==> config.mk <==
export PLATFORM = sky130hd
export DESIGN_NAME = div_subshift_unit
export DESIGN_NICKNAME = d
export VERILOG_FILES = /design/src/rtl/div_subshift_pkg.sv /design/src/rtl/div_subshift_step.sv /design/src/rtl/div_subshift_unit.sv
export SDC_FILE = /design/constraint.sdc
export NUM_CORES = 1
export LEC_CHECK = 0
export BUFFER_PORTS_ARGS = -buffer_cell sky130_fd_sc_hd__buf_2
export CAP_MARGIN = 20
export CORE_UTILIZATION = 35
export CTS_CLUSTER_DIAMETER = 50
export DETAILED_ROUTE_END_ITERATION = 7
export PLACE_DENSITY = 0.64
export SKIP_CTS_REPAIR_TIMING = 1
export SYNTH_ARGS = -nofsm -noshare
export SYNTH_HDL_FRONTEND = slang
export SYNTH_HIERARCHICAL = 1
export SYNTH_SLANG_ARGS = --single-unit
==> constraint.sdc <==
create_clock -name clk -period 5 [get_ports clk]
set_input_delay 0.25 -clock clk [delete_from_list [all_inputs] [get_ports clk]]
set_output_delay 0.25 -clock clk [all_outputs]
set_load 0.005 [all_outputs]
==> src/rtl/div_subshift_pkg.sv <==
// Shared definitions for the restoring subtract-and-shift divider: FSM encoding,
// counter sizing and the all-ones quotient helper.
package div_subshift_pkg;

  localparam logic [1:0] ST_IDLE = 2'd0;
  localparam logic [1:0] ST_BUSY = 2'd1;
  localparam logic [1:0] ST_DONE = 2'd2;

  localparam int DEFAULT_DATA_W = 8;

  localparam logic [63:0] ALL_ONES_64 = '1;

  // Iteration counter width; never below one bit, even for DATA_W == 2.
  function automatic int cnt_width(input int data_w);
    return (data_w <= 2) ? 1 : $clog2(data_w);
  endfunction

  // Quotient produced by a divide-by-zero, truncated to the datapath width.
  function automatic logic [63:0] all_ones(input int data_w);
    return ALL_ONES_64 >> (64 - data_w);
  endfunction

endpackage

==> src/rtl/div_subshift_step.sv <==
// One restoring-division iteration: shift the next dividend bit into the partial
// remainder, then subtract the divisor if that does not borrow.
module div_subshift_step
  import div_subshift_pkg::*;
#(
  parameter int DATA_W = DEFAULT_DATA_W
) (
  input  logic [DATA_W-1:0] rem_in,
  input  logic              bit_in,
  input  logic [DATA_W-1:0] divisor,
  output logic [DATA_W-1:0] rem_out,
  output logic              quo_bit
);

  logic [DATA_W:0]   shifted;
  logic [DATA_W+1:0] diff;
  logic              borrow;

  // Extra top bit of diff captures the borrow out of the (DATA_W+1)-bit trial.
  assign shifted = {rem_in, bit_in};
  assign diff    = {1'b0, shifted} - {2'b00, divisor};
  assign borrow  = diff[DATA_W+1];

  assign quo_bit = ~borrow;
  assign rem_out = borrow ? shifted[DATA_W-1:0] : diff[DATA_W-1:0];

endmodule

==> src/rtl/div_subshift_unit.sv <==
// Sequential unsigned divider, one quotient bit per clock, start/done handshake.
// Optional macro DIV_SUBSHIFT_DBZ_EN adds a registered divide-by-zero flag (dbz).
module div_subshift_unit
  import div_subshift_pkg::*;
#(
  parameter int DATA_W = DEFAULT_DATA_W
) (
  input  logic              clk,
  input  logic              rst,
  input  logic              start,
  output logic              done,
`ifdef DIV_SUBSHIFT_DBZ_EN
  output logic              dbz,
`endif
  input  logic [DATA_W-1:0] dividend,
  input  logic [DATA_W-1:0] divisor,
  output logic [DATA_W-1:0] quotient,
  output logic [DATA_W-1:0] remainder
);

  localparam int CNT_W = cnt_width(DATA_W);

  logic [1:0]        state;
  logic [CNT_W-1:0]  cnt;
  logic [DATA_W-1:0] div_r;
  logic [DATA_W-1:0] rem_acc;
  logic [DATA_W-1:0] quo_acc;
  logic [DATA_W-1:0] step_rem;
  logic              step_q;
  logic              accept;

  assign accept = start && (state == ST_IDLE || state == ST_DONE);

  div_subshift_step #(.DATA_W(DATA_W)) u_step (
    .rem_in  (rem_acc),
    .bit_in  (quo_acc[DATA_W-1]),
    .divisor (div_r),
    .rem_out (step_rem),
    .quo_bit (step_q)
  );

  // Divisor is only consumed while BUSY, after a start has loaded it.
  always_ff @(posedge clk) begin
    if (accept) div_r <= divisor;
  end

  // Control and shift register; the quotient shifts in from the LSB as the
  // dividend shifts out of the MSB into the step.
  always_ff @(posedge clk) begin
    if (rst) begin
      state   <= ST_IDLE;
      cnt     <= '0;
      rem_acc <= '0;
      quo_acc <= '0;
    end else begin
      case (state)
        ST_IDLE, ST_DONE: begin
          if (start) begin
            state   <= ST_BUSY;
            cnt     <= CNT_W'(DATA_W - 1);
            rem_acc <= '0;
            quo_acc <= dividend;
          end
        end
        ST_BUSY: begin
          rem_acc <= step_rem;
          quo_acc <= {quo_acc[DATA_W-2:0], step_q};
          if (cnt == '0) state <= ST_DONE;
          else           cnt   <= cnt - CNT_W'(1);
        end
        default: state <= ST_IDLE;
      endcase
    end
  end

`ifdef DIV_SUBSHIFT_DBZ_EN
  always_ff @(posedge clk) begin
    if (rst)         dbz <= 1'b0;
    else if (accept) dbz <= (divisor == '0);
  end
`endif

  assign done      = (state == ST_DONE);
  assign quotient  = quo_acc;
  assign remainder = rem_acc;

endmodule

* Word-level counts from Yosys, hierarchy flattened
Index checks and enable logic that the tools add are counted.
** Word-level totals
- Output and inout bits :: 17
- Bits of input ports :: 19
- Register bits after elaboration :: 29
** Operators by class
- Equal/unequal tests :: 5
- Reduce and logical (&&, ||, !) cells :: 9
- $add $sub $neg :: 2
- Bitwise gates (word level) :: 1
- Multiplexer cells :: 11
** Operators by type and width (number)
- 8-bit one-hot mux with 2 select lines :: 2
- 8-bit two-way mux :: 3
- 9-bit by 8-bit subtractor with 10-bit output :: 1
- 3-bit two-way mux :: 2
- 2-bit inequality test, second input constant :: 3
- 3-bit one-hot mux with 2 select lines :: 1
- 2-bit two-way mux :: 2
- 2-bit one-hot mux with 2 select lines :: 1
- 2-bit AND reduction :: 2
- 3-bit logical NOT :: 1
- 3-bit AND reduction :: 1
- 3-bit by 1-bit subtractor with 3-bit output, second input constant :: 1
- 2-bit by 1-bit equality test with 1-bit output, second input constant :: 1
- 2-bit equality test, second input constant :: 1
- 2-bit logical NOT :: 1
- 2-bit nonzero test :: 1
- 2-bit OR reduction :: 1
- 1-bit logical AND :: 1
- 1-bit logical OR :: 1
- 1-bit NOT :: 1

* Logic depth before layout (Yosys ltp)
- Depth after elaboration :: 4
- Depth in mapped cells :: 10

* Cells and area by module
The synthesis kept the hierarchy.
** Modules (own cells, without submodules)
- div_subshift_unit :: cells an instance 116, times used 1, area each 1199.9 µm², seq. area each 660.6 µm²
- div_subshift_step :: cells an instance 60, times used 1, area each 496.7 µm², seq. area each 0.0 µm²

* Worst setup path after synthesis
Ideal clock, no wire load.
- Kind :: register to register
- Start point :: register quo_acc[7] (netlist: quotient[7])
- End point :: register rem_acc[6] (netlist: remainder[6])
- Period minus slack after synthesis :: 1.993 ns
- Path buffers :: 0
- Cell stages (with the launch flop) :: 11
- Library setup time :: 0.132 ns
- Slack :: 3.007 ns
- Arrival :: 1.861 ns
- Path through :: dfxtp_1 > inv_1 > ha_1 > fa_1 > nor2b_1 > o31a_1 > mux2i_1 > nand2_1 > mux2_4 > nand2_1 > a21oi_1
** On the way
- Cells in the longest elaborated chain, start to end :: 3
** RTL lines
- from (decl) :: line div_subshift_unit.sv:27 : logic [DATA_W-1:0] quo_acc;
- from (signal assigned) :: line div_subshift_unit.sv:62 : quo_acc <= dividend;
- from (signal assigned) :: line div_subshift_unit.sv:67 : quo_acc <= {quo_acc[DATA_W-2:0], step_q};
- 9-bit by 8-bit subtractor with 10-bit output :: line div_subshift_step.sv:21 : assign diff = {1'b0, shifted} - {2'b00, divisor};
- 8-bit two-way mux :: line div_subshift_step.sv:25 : assign rem_out = borrow ? shifted[DATA_W-1:0] : diff[DATA_W-1:0];
- net step_rem[6] :: line div_subshift_unit.sv:28 : logic [DATA_W-1:0] step_rem;
- 8-bit one-hot mux with 2 select lines :: line div_subshift_unit.sv:56 : case (state)
- to (signal assigned) :: line div_subshift_unit.sv:66 : rem_acc <= step_rem;
- to (decl) :: line div_subshift_unit.sv:26 : logic [DATA_W-1:0] rem_acc;
The timed path passes the listed nets, and every way through them passes these cells.
A chain may end at the register's enable or synchronous reset.

* Final worst setup path
Ends and elaborated chain as after synthesis.

==> metrics <==
DR pass1 iterations=4; ys flop type=dfxtp_1; fmax=453 MHz; worst hold start=divisor[6]; Vias=1324; most frequent cells in the layout=buf_2, nand2_1, dfxtp_1; Syn Inst Count=176; CTS Root Cell=clkbuf_8; DPL Wire Length=2490 µm; Critical Path Start Type=register; pre-CTS setup slack=2.82 ns; Cell Area, Placed=1860 µm²; die area=5130 µm²; commonest non-fill, non-tap cell in the layout=buf_2; Post-synth EDFFs=8; Fillers=464; sequential area share after synthesis=38.9%; syn avg cell area=9.64 µm²; Leak=0.907 nW; drt drc=0; Compound-Gate Fraction of Synth Area=16.9%; Synth Area in Adders=8.55%; hold path depth=1; row count=24; All-Layer GR Usage=15.2%; # setup viols final=0; Tot Pwr=0.558 mW; crit path time final=2.21 ns; CP Class=register to register; Layout Nets=239; Die X=71.6 µm; largest net degree at the start of global routing=25; DRT iter0 DRCs=67; final worst slack=2.79 ns; Synthesized Nets=206; max_cap viols=0; Final Hold Vio Count=0; top cell type's share of synthesized area=24.8%; Worst-Skew Late Latency=0.28 ns; total wire length=3560 µm; Final Skew=0.00348 ns; Ports=36; multiplexer area fraction after synthesis=6.19%; peak supply drop=0.161 mV; initial core utilization=37.7%; hold slack=0.144 ns; die height=71.6 µm; Max-Slew Margin vs Limit=33.1%; area delta synth->final=14.6%; initial antenna violation count=0; Post-Synth Simple-Gate Area=19.6%; WP data required=5.15 ns; Post-synth ARST share=0%; total gr overflow=0; clock net sink count=29; Hold WC Path Type=input port to register; H-tree levels=2; vias in the first global route=1287; hold worst-path end=div_r[6]; Inserted Clock Buffers=5; first-pass GRT wire length=5960 µm; core area=4500 µm²; Most common cell on crit path=nand2_1; Routed Antenna Nets=0; flops & latches, synth=29; clock buffer depth=2; RR Startpoint=quotient[7]; Multi-input gate area=896 µm²; status=finished, final reports clean; RePlAce Congestion=0.739; ant diodes=0; Slowest cell on crit path=fa_1; Fin Setup TNS=0 ns; PwrDens=287 nW/µm²; largest family of logic cells by synthesized area=simple AND/OR/NAND/NOR gates; flop-to-flop setup slack=2.79 ns; Yosys warnings=6; share of cells above drive strength 1=32.4%; top post-synthesis cells by area=dfxtp_1, edfxtp_1, ha_1; leading area contributor after synthesis=dfxtp_1; RSZ-0062 raised after global routing=false; Final Cycle Share=44.1%; XOR/XNOR Fraction of Synth Area=1.55%; Synth cell types=41; CP Capture Type=register; CTS tree=done; mean routed wirelength per cell=13.6 µm; cell area after layout=1940 µm²; Crit path largest cell delay=0.43 ns; Critical Path AT=2.35 ns; worst slew pin tran=1.00 ns; Via density=5.05; Mapped Area=1700 µm²; R2R Path End=remainder[6]; CP cell instances=inv_1, ha_1, fa_1, nor2b_1, o31a_1, mux2i_1, nand2_1, mux2_4, nand2_1, a21oi_1; R2R depth=10; clock slew at reported path FFs=0.06 ns; Max Slew Vio Count=0; number of I/O port buffers=35; worst-path maximum fanout=3; register area=661 µm²
## kinds of logic after synthesis
| logic type | Yosys count |
|---|---|
| simple gates | 66 |
| compound gates | 34 |
| flops | 29 |
| buf+inv | 25 |
| fa+ha+maj | 11 |
| mux | 8 |
| xor+xnor | 3 |
## worst max-delay path: cells and delay by family, from the launching register on
family | cells | cell delay, ns
buffers and inverters | 1 | 0.06
AOI/OAI and AO/OA | 2 | 0.25
muxes | 2 | 0.46
and+or+nand+nor | 3 | 0.31
adders and majority gates | 2 | 0.64
DFF | 1 | 0.35
## routing by layer
metal | routed length (µm) | global-route usage, % | part of all wire (%) | vias to the layer above
met3 | 157 | 4.50 | 4.4 | 7
met2 | 1650 | 23.6 | 46 | 24
met1 | 1700 | 19.8 | 48 | 614
met5 | 0 | 0 | 0 | -
li1 | - | - | - | 679
met4 | 55 | 6.32 | 1.5 | 0
## area by class of cell
| type | instances | area share (%) |
|---|---|---|
| tap | 52 | 3.35 |
| sequential | 29 | 34.0 |
| clock buffer | 6 | 3.73 |
| multi-input combinational | 122 | 46.1 |
| timing repair buffer | 35 | 9.01 |
| clock inverter | 2 | 0.515 |
| inverter | 16 | 3.35 |
## flip-flops by register name, summed over array words and instances (netlist names)
register and count:
div_r 8, quotient 8, remainder 8, cnt 3, state 2
## power by group
part | internal [mW] | switching (mW)
Sequential | 0.260 | 0.0108
Combinational | 0.0424 | 0.0604
Clock | 0.0962 | 0.0883
Total | 0.398 | 0.160
## Yosys cell counts (2+ instances only)
| master | n |
|---|---|
| nand2_2 | 5 |
| xor2_1 | 2 |
| inv_1 | 15 |
| mux2i_1 | 3 |
| a21o_1 | 2 |
| nand2b_4 | 2 |
| buf_4 | 3 |
| o21ai_2 | 2 |
| a311oi_2 | 5 |
| edfxtp_1 | 8 |
| a211oi_1 | 4 |
| nand3_1 | 8 |
| a311oi_1 | 3 |
| mux2_4 | 5 |
| nand2b_1 | 2 |
| nor2_1 | 14 |
| nor3_1 | 6 |
| clkbuf_1 | 2 |
| dfxtp_1 | 21 |
| buf_2 | 2 |
| ha_1 | 10 |
| nand2_1 | 21 |
| a21oi_1 | 9 |
| nor2b_1 | 5 |
## through the flow
step / cells / util (%)
final: 262 / 43.2
after CTS: 262 / 43.2
after detailed placement: 254 / 41.3
after global routing: 262 / 43.2
after global placement: 254 / 41.3
after floorplan: 176 / -
## worst max path at each step
stage | startpoint | endpoint | depth (start not counted)
2_1_floorplan | quotient[7] | remainder[6] | 10
3_3_place_gp | quotient[7] | remainder[6] | 10
3_5_place_dp | quotient[7] | remainder[6] | 10
4_1_cts | quotient[7] | remainder[6] | 10
5_1_grt | quotient[7] | remainder[6] | 10
6_report | quotient[7] | remainder[6] | 10
(Power assumes the default switching activity.)
